`src/rtl/fwd_hazard_unit_pkg.sv`:
```
// Shared types for the EX operand forwarding / load-use hazard controller.
// Holds the operand mux select encoding, the register index width and the in-flight entry format.
package fwd_hazard_unit_pkg;

   localparam int REG_AW = 5;
   localparam int ZERO_REG = 0;

   typedef enum logic [1:0] {
      SEL_RF    = 2'd0,
      SEL_EXMEM = 2'd1,
      SEL_MEMWB = 2'd2,
      SEL_WB    = 2'd3
   } fwd_sel_e;

   typedef struct packed {
      logic              valid;
      logic [REG_AW-1:0] rd;
      logic              we;
      logic              is_load;
   } pipe_entry_t;

   localparam pipe_entry_t ENTRY_EMPTY = '0;

   // A producer feeds a source only if it really writes that register and the
   // register is not the hardwired zero.
   function automatic logic entry_hit(
      input logic              valid,
      input logic              we,
      input logic [REG_AW-1:0] rd,
      input logic [REG_AW-1:0] src,
      input logic              use_src,
      input logic [REG_AW-1:0] zero_idx
   );
      return valid & we & use_src & (rd == src) & (src != zero_idx);
   endfunction

endpackage

```
`src/rtl/fwd_hazard_unit_match.sv`:
```
// Per-operand forwarding select: picks the youngest in-flight producer of the source register.
// Purely combinational; evaluated on the entries as they stand before the clock edge.
module fwd_match #(
   parameter int REG_AW   = fwd_hazard_unit_pkg::REG_AW,
   parameter int ZERO_REG = fwd_hazard_unit_pkg::ZERO_REG
) (
   input  logic [REG_AW-1:0]                src,
   input  logic                             use_src,
   input  fwd_hazard_unit_pkg::pipe_entry_t ex_e,
   input  fwd_hazard_unit_pkg::pipe_entry_t mem_e,
   input  fwd_hazard_unit_pkg::pipe_entry_t wb_e,
   output logic [1:0]                       sel
);
   import fwd_hazard_unit_pkg::*;

   localparam logic [REG_AW-1:0] ZERO_IDX = REG_AW'(ZERO_REG);

   logic ex_hit;
   logic mem_hit;
   logic wb_hit;

   assign ex_hit  = entry_hit(ex_e.valid,  ex_e.we,  ex_e.rd,  src, use_src, ZERO_IDX);
   assign mem_hit = entry_hit(mem_e.valid, mem_e.we, mem_e.rd, src, use_src, ZERO_IDX);
   assign wb_hit  = entry_hit(wb_e.valid,  wb_e.we,  wb_e.rd,  src, use_src, ZERO_IDX);

   always_comb begin
      sel = SEL_RF;
      if (ex_hit) begin
         sel = SEL_EXMEM;
      end else if (mem_hit) begin
         sel = SEL_MEMWB;
      end else if (wb_hit) begin
         sel = SEL_WB;
      end
   end

   // Load-ness only matters to the stall check in the parent.
   logic unused_is_load;
   assign unused_is_load = ex_e.is_load ^ mem_e.is_load ^ wb_e.is_load;

endmodule

```
`src/rtl/fwd_hazard_unit.sv`:
```
// Tracks EX/MEM/WB destinations, registers the EX operand mux selects and
// stalls ID for one cycle when a consumer directly follows a load.
module fwd_hazard_unit #(
   parameter int REG_AW   = fwd_hazard_unit_pkg::REG_AW,
   parameter int ZERO_REG = fwd_hazard_unit_pkg::ZERO_REG
) (
   input  logic              clk,
   input  logic              rst_n,
   input  logic              id_valid,
   input  logic [REG_AW-1:0] id_rs,
   input  logic [REG_AW-1:0] id_rt,
   input  logic              id_use_rs,
   input  logic              id_use_rt,
   input  logic [REG_AW-1:0] id_rd,
   input  logic              id_we,
   input  logic              id_is_load,
   input  logic              pipe_hold,
   input  logic              flush,
   output logic              stall_id,
   output logic              ex_valid,
   output logic [1:0]        ex_sel_a,
   output logic [1:0]        ex_sel_b
);
   import fwd_hazard_unit_pkg::*;

   localparam logic [REG_AW-1:0] ZERO_IDX = REG_AW'(ZERO_REG);

   pipe_entry_t ex_q,  ex_d;
   pipe_entry_t mem_q, mem_d;
   pipe_entry_t wb_q,  wb_d;
   logic [1:0]  ex_sel_a_q, ex_sel_a_d;
   logic [1:0]  ex_sel_b_q, ex_sel_b_d;

   logic [1:0]  id_sel_a;
   logic [1:0]  id_sel_b;
   logic        load_use;

   fwd_match #(
      .REG_AW   (REG_AW),
      .ZERO_REG (ZERO_REG)
   ) u_match_a (
      .src     (id_rs),
      .use_src (id_use_rs),
      .ex_e    (ex_q),
      .mem_e   (mem_q),
      .wb_e    (wb_q),
      .sel     (id_sel_a)
   );

   fwd_match #(
      .REG_AW   (REG_AW),
      .ZERO_REG (ZERO_REG)
   ) u_match_b (
      .src     (id_rt),
      .use_src (id_use_rt),
      .ex_e    (ex_q),
      .mem_e   (mem_q),
      .wb_e    (wb_q),
      .sel     (id_sel_b)
   );

   // A load's data exists only at the end of MEM, so a consumer right behind it must wait one cycle.
   assign load_use = ex_q.is_load &
                     (entry_hit(ex_q.valid, ex_q.we, ex_q.rd, id_rs, id_use_rs, ZERO_IDX) |
                      entry_hit(ex_q.valid, ex_q.we, ex_q.rd, id_rt, id_use_rt, ZERO_IDX));

   assign stall_id = id_valid & ~flush & load_use;

   always_comb begin
      ex_d       = ex_q;
      mem_d      = mem_q;
      wb_d       = wb_q;
      ex_sel_a_d = ex_sel_a_q;
      ex_sel_b_d = ex_sel_b_q;

      // A flushed EX instruction is dead, so it must not reach MEM as a forwarding source.
      if (!pipe_hold) begin
         wb_d  = mem_q;
         mem_d = flush ? ENTRY_EMPTY : ex_q;
      end

      if (flush) begin
         ex_d       = ENTRY_EMPTY;
         ex_sel_a_d = SEL_RF;
         ex_sel_b_d = SEL_RF;
      end else if (!pipe_hold) begin
         if (stall_id || !id_valid) begin
            ex_d       = ENTRY_EMPTY;
            ex_sel_a_d = SEL_RF;
            ex_sel_b_d = SEL_RF;
         end else begin
            ex_d.valid   = 1'b1;
            ex_d.rd      = id_rd;
            ex_d.we      = id_we;
            ex_d.is_load = id_is_load;
            ex_sel_a_d   = id_sel_a;
            ex_sel_b_d   = id_sel_b;
         end
      end
   end

   always_ff @(posedge clk or negedge rst_n) begin
      if (!rst_n) begin
         ex_q       <= ENTRY_EMPTY;
         mem_q      <= ENTRY_EMPTY;
         wb_q       <= ENTRY_EMPTY;
         ex_sel_a_q <= SEL_RF;
         ex_sel_b_q <= SEL_RF;
      end else begin
         ex_q       <= ex_d;
         mem_q      <= mem_d;
         wb_q       <= wb_d;
         ex_sel_a_q <= ex_sel_a_d;
         ex_sel_b_q <= ex_sel_b_d;
      end
   end

   assign ex_valid = ex_q.valid;
   assign ex_sel_a = ex_sel_a_q;
   assign ex_sel_b = ex_sel_b_q;

endmodule

```
`config.mk`:
```
export PLATFORM = sky130hd
export DESIGN_NAME = fwd_hazard_unit
export DESIGN_NICKNAME = d
export VERILOG_FILES = /design/src/rtl/fwd_hazard_unit_pkg.sv /design/src/rtl/fwd_hazard_unit_match.sv /design/src/rtl/fwd_hazard_unit.sv
export SDC_FILE = /design/constraint.sdc
export NUM_CORES = 1
export LEC_CHECK = 0
export BUFFER_PORTS_ARGS = -buffer_cell sky130_fd_sc_hd__buf_2
export CORE_MARGIN = 4
export CORE_UTILIZATION = 46
export DETAILED_ROUTE_END_ITERATION = 8
export PLACE_DENSITY_LB_ADDON = 0.3
export RECOVER_POWER = 100
export SYNTH_ARGS = -nofsm -noshare
export SYNTH_HDL_FRONTEND = slang
export SYNTH_SLANG_ARGS = --single-unit
```
`constraint.sdc`:
```
create_clock -name clk -period 1.4 [get_ports clk]
set_input_delay 0.07 -clock clk [delete_from_list [all_inputs] [get_ports clk]]
set_output_delay 0.07 -clock clk [all_outputs]
set_load 0.005 [all_outputs]
```
==> flow_summary.toml, run 1 <==
[clock_network]
cts_tree = "done"
cts_max_path_buffers = 2
cts_sinks = 26
cts.clk_slew.worst_paths_ps = 150
worstSkewPairLatency_ps = 330
cts-root-buf = "clkbuf_4"
cts_inserted_buffers = 3
htreeDepth = 1

[power_and_ir_drop]
combPwrFrac = 0.208
peakVddDrop_mv = 0.400
seqPwrFrac = 0.532
intPower_w = 0.00110
p_switching_w = 0.000407
powerDensity_nw_per_um2 = 679
clockPowerShare = 0.261
power.leakage_nw = 0.981
swShare = 0.270

[sta]
fin_skew_ps = 6.02
setup_viol = 13
fmax_mhz = 532
hold_slack_ps = 32.7
slew_violations = 0
rsz0062_at_grt = "yes"
hold_viol_final = 0
min_period_ps = 1880
worstMarginPinSlew_ps = 636
period_share = 1.34
layout_setup_ws_ps = -478
relSlewSlack = 0.576

[critical_path]
cp.required_ps = 1330
arrival_ps = 1810
startpoint_type = "flop"
cp_max_fo = 2
crit_slowest_cell = "dfrtp_1"
critPathKind = "flop to output port"
reg2reg_depth = 9
critPathBufInv = 2
crit_path_end_kind = "output port"
worstPathCellList = "buf_6 -> xor2_2 -> nor4_2 -> o21a_2 -> and3b_2 -> buf_2"
rrSetupSlack_ps = -450
path_delay_family = "simple AND/OR/NAND/NOR gates"
r2r_start = "ex_q[4]"
regToRegEndpoint = "ex_q[1]"
critical_path.max_stage_delay_ps = 430

[floorplanning]
die-width_um = 65.6
num_io_pins = 30
core_um2 = 3100
die_h_um = 65.6
dieArea_um2 = 4310
rows = 20
start_util = 0.492

[routing]
wl_um = 4200
drt-wirelength-per-cell_um = 15.8
drc = 0
drt_iter0_markers = 25
viasPerCell = 5.27
via_count = 1403
first_pass_iters = 4
ant_nets = 0

[final_layout]
nets = 247
drive_gt1_frac = 0.464
syn_to_final_growth_pct = 45.0
diodes = 0
stdcell_count = 266

[yosys]
seq_area_frac_synth = 0.426
netlist.area_leader.share = 0.426
synth_area_leaders = "dfrtp_1 43%, xnor2_1 16%, o31ai_2 7.4%"
synth_edf_count = 0
netlist-cell-type-count = 28
yosysMostFrequentCell = "xnor2_1"
ys_seq_elements = 26
synth_largest_area_cell = "dfrtp_1"
synth_top_cells_by_count = "28 x xnor2_1, 26 x dfrtp_1, 20 x nand2_1, 9 x o31ai_2, 8 x o21ai_0"
async_reset_ff_frac = 1.00
postSynthAreaPerCell_um2 = 10.1
synth_area_um2 = 1530
synthFlopType = "dfrtp_1"
yosysWarnings = 0
syn_nets = 175
syn-instance-count = 151

[hold_path]
whs_path_depth = 3
worstHoldEndpoint = "ex_q[1]"
hp-class = "input port to flop"
hp-start = "id_we"

[global_routing]
track_usage = 0.216
overflow = 0
antenna_found_initial = 0
grt_pass1_vias = 1556
grt_pass1_wl_um = 7230
grt_max_degree = 27

[status]
status = "complete, but fails checks"
violations = "setup timing"

[placed_design]
dp_cells = 251
hpwl_um = 2970
gp_congestion = 0.827
port_buffers = 29

[job]
drv_cap = 0
flip-flops by register name, summed over array words and instances (netlist names):
name      flops
ex_q          7
ex_sel_a      2
wb_q          7
mem_q         7
ex_valid      1
ex_sel_b      2
worst max-delay path by stage:
stage,start,endpoint,slack [ps],cells past startpoint
2_1_floorplan,ex_q[4],ex_q[0],-130,6
3_3_place_gp,id_rs[0],ex_q[1],-300,7
3_5_place_dp,id_rs[0],ex_sel_b[1],-380,6
4_1_cts,ex_q[3],stall_id,-430,6
5_1_grt,ex_q[6],stall_id,-600,6
6_report,ex_q[4],stall_id,-480,6
worst min-delay path: stages:
cell and delay [ps]:
buf_2 90, inv_1 90, o31ai_4 80
routing by layer:
metal / share of wire / wire length [um] / global-route usage
met5: 0 / 0 / 0
met4: 0.025 / 106 / 0.0777
met3: 0.052 / 217 / 0.0359
met2: 0.49 / 2070 / 0.358
met1: 0.43 / 1800 / 0.283
logic make-up after synthesis:
family / count (synthesis) / share of synthesized area
and+or+nand+nor: 52 / 0.181
xor gates and xnor gates: 30 / 0.172
DFF: 26 / 0.426
AOI/OAI and AO/OA: 24 / 0.135
buffers and inverters: 12 / 0.0344
muxes: 7 / 0.0516
layout make-up:
class / instances / area, um2
Multi-Input combinational cell: 113 / 936
Fill cell: 254 / 887
Sequential cell: 26 / 653
Timing Repair Buffer: 72 / 509
Tap cell: 44 / 55.1
Clock buffer: 4 / 36.3
Inverter: 7 / 26.3
what timing repair did:
item / 4_1_cts / 5_1_grt
gates resized for setup: 7 / 12
buffers inserted: 16 / 3
hold endpoints to repair: 32 / 0
endpoints found under the setup margin: 13 / 13
pin swaps: 5 / 7
gates cloned: 0 / 0
hold buffers: 7 / 0
layout by cell type (no fill, tap or decap), types with 2 or more instances in the layout:
master	n
o41ai_2	2
nand2_1	20
dfrtp_1	24
nor2_1	2
nand3_1	4
buf_6	4
nand4_1	6
xnor2_2	2
or4_4	2
inv_1	7
dfrtp_2	2
nor4_2	2
o31ai_4	5
clkbuf_4	5
nand2b_1	7
o21ai_0	7
xnor2_1	26
dlygate4sd3_1	7
buf_2	28
nor3_1	3
mux2_2	7
o31ai_2	4
buf_4	28
stage by stage:
step / utilization / setup slack [ps] / area [um2] / total power [W] / TNS, ps
CTS: 0.696 / -432 / 2160 / 0.00148 / -2780
global placement: 0.637 / -298 / 1980 / 0.00107 / -3620
floorplan: - / -128 / 1550 / 0.000937 / -1490
detailed placement: 0.637 / -379 / 1980 / 0.00109 / -4120
finish: 0.714 / -478 / 2220 / 0.00151 / -5350
global route: 0.714 / -598 / 2220 / 0.00158 / -6460
power by group through the flow:
| stage | sequential, W | combinational [W] | clock [W] |
|---|---|---|---|
| after floorplan | 0.000810 | 0.000127 | 0 |
| after global placement | 0.000811 | 0.000263 | 0 |
| after detailed placement | 0.000813 | 0.000276 | 0 |
| after CTS | 0.000799 | 0.000298 | 0.000387 |
| after global routing | 0.000803 | 0.000343 | 0.000433 |
| final | 0.000800 | 0.000313 | 0.000392 |
Power figures use the tool's default switching activity.
==> run 2: changes to the inputs <==
Settings changed: RECOVER_POWER 100 to default.
==> flow_summary.toml, run 2 (same netlist as run 1, synthesis figures left out) <==
[floorplanning]
dieArea_um2 = 4310
start_util = 0.492
num_io_pins = 30
rows = 20
core_um2 = 3100
die_h_um = 65.6
die-width_um = 65.6

[final_layout]
utilization = 0.715
largestRegisters = "ex_q (7), mem_q (7), wb_q (7)"
stdcell_count = 266
drive_gt1_frac = 0.468
mostFrequentLayoutCell = "buf_4"
nets = 247
syn_to_final_growth_pct = 45.3
final_cell_mix = "31 x buf_4, 29 x buf_2, 26 x xnor2_1, 24 x dfrtp_1, 20 x nand2_1"
final_area_um2 = 2220
diodes = 0

[critical_path]
cp.required_ps = 1330
reg2reg_depth = 9
cp_max_fo = 2
startpoint_type = "flop"
critPathKind = "flop to output port"
arrival_ps = 1810
rrSetupSlack_ps = -450
crit_path_end_kind = "output port"

[sta]
fmax_mhz = 531
min_period_ps = 1880
fin_skew_ps = 6.62
setup_viol = 13
layout_setup_ws_ps = -482
slew_violations = 0
hold_viol_final = 0
relSlewSlack = 0.620
worstMarginPinSlew_ps = 570
rsz0062_at_grt = "yes"
period_share = 1.34

[global_routing]
antenna_found_initial = 0
grt.busiest_layer = "met2"
use_met3 = 0.0359
met1_usage = 0.283
grt_pass1_vias = 1556
overflow = 0
grt_max_degree = 27
grt_pass1_wl_um = 7230
track_usage = 0.216
grt.met2_usage = 0.358

[placed_design]
hpwl_um = 2970
place_area_um2 = 1980
gp_congestion = 0.827
port_buffers = 29
dp_cells = 251

[routing]
wl_um = 4180
drt_iter0_markers = 27
ant_nets = 0
via_count = 1404
first_pass_iters = 4
drt-wirelength-per-cell_um = 15.7
viasPerCell = 5.28
drc = 0

[job]
drv_cap = 0

[clock_network]
cts_sinks = 26
cts.clk_slew.worst_paths_ps = 150
cts_max_path_buffers = 2
cts-root-buf = "clkbuf_4"
htreeDepth = 1
cts_inserted_buffers = 3
worstSkewPairLatency_ps = 330
cts_tree = "done"

[power_and_ir_drop]
power.leakage_nw = 0.986
peakVddDrop_mv = 0.399
powerDensity_nw_per_um2 = 679

[status]
status = "complete, but fails checks"
violations = "setup timing"

[hold_path]
whs_path_depth = 3
hp-class = "input port to flop"
[run 2: cell count changes in the layout (fill, tap and decap cells not counted), sizes merged]
cell / previous run / this run
clkbuf: 8 / 4
buf: 61 / 65
[run 2: through the flow]
stage	hold WS (ps)	power [W]	TNS [ps]	setup WS (ps)
2_1_floorplan	-226	0.000937	-1490	-128
3_3_place_gp	87.4	0.00107	-3620	-298
6_report	30.2	0.00151	-5360	-482
3_5_place_dp	94.9	0.00109	-4120	-379
5_1_grt	18.8	0.00158	-6460	-598
4_1_cts	0.588	0.00148	-2780	-432
[run 2: final cells by class]
| type | count | area (um2) |
|---|---|---|
| clock buffer | 4 | 36.3 |
| timing repair buffer | 72 | 513 |
| multi-input combinational | 113 | 936 |
| sequential | 26 | 653 |
| inverter | 7 | 26.3 |
| tap | 44 | 55.1 |
| fill | 254 | 883 |
[run 2: layer usage]
metal  up-vias  part of all wire
met2        45              0.50
li1        662                 -
met5         -                 0
met1       683              0.42
met3        14             0.053
met4         0             0.024
[run 2: path summary, 6_finish.rpt]
kind | from | end
max | ex_q[4] | stall_id
min | id_we | ex_q[1]
max reg2reg | ex_q[4] | ex_q[1]
min reg2reg | ex_sel_b[0] | ex_sel_b[0]
max in group asynchronous | rst_n | ex_q[3]
min in group asynchronous | rst_n | ex_q[4]
[run 2: where the power goes]
group / switching, W / leakage (nW) / internal [W] / total, W
clock network: 0.000234 / 0.0210 / 0.000159 / 0.000393
logic: 0.000148 / 0.611 / 0.000166 / 0.000313
registers: 0.0000253 / 0.355 / 0.000775 / 0.000800
[run 2: critical path, cell delays in order, from the launching register on]
cell     delay [ps]
dfrtp_1         430
buf_6           130
xor2_2          170
nor4_2          270
o21a_2          200
and3b_2         170
buf_2           100
[run 2: timing repair]
item	in CTS	in global routing
setup buffers	16	3
endpoints found under the setup margin	13	13
resized for setup	7	12
hold endpoints to repair	32	0
hold buffers	7	0
pin swaps	5	7
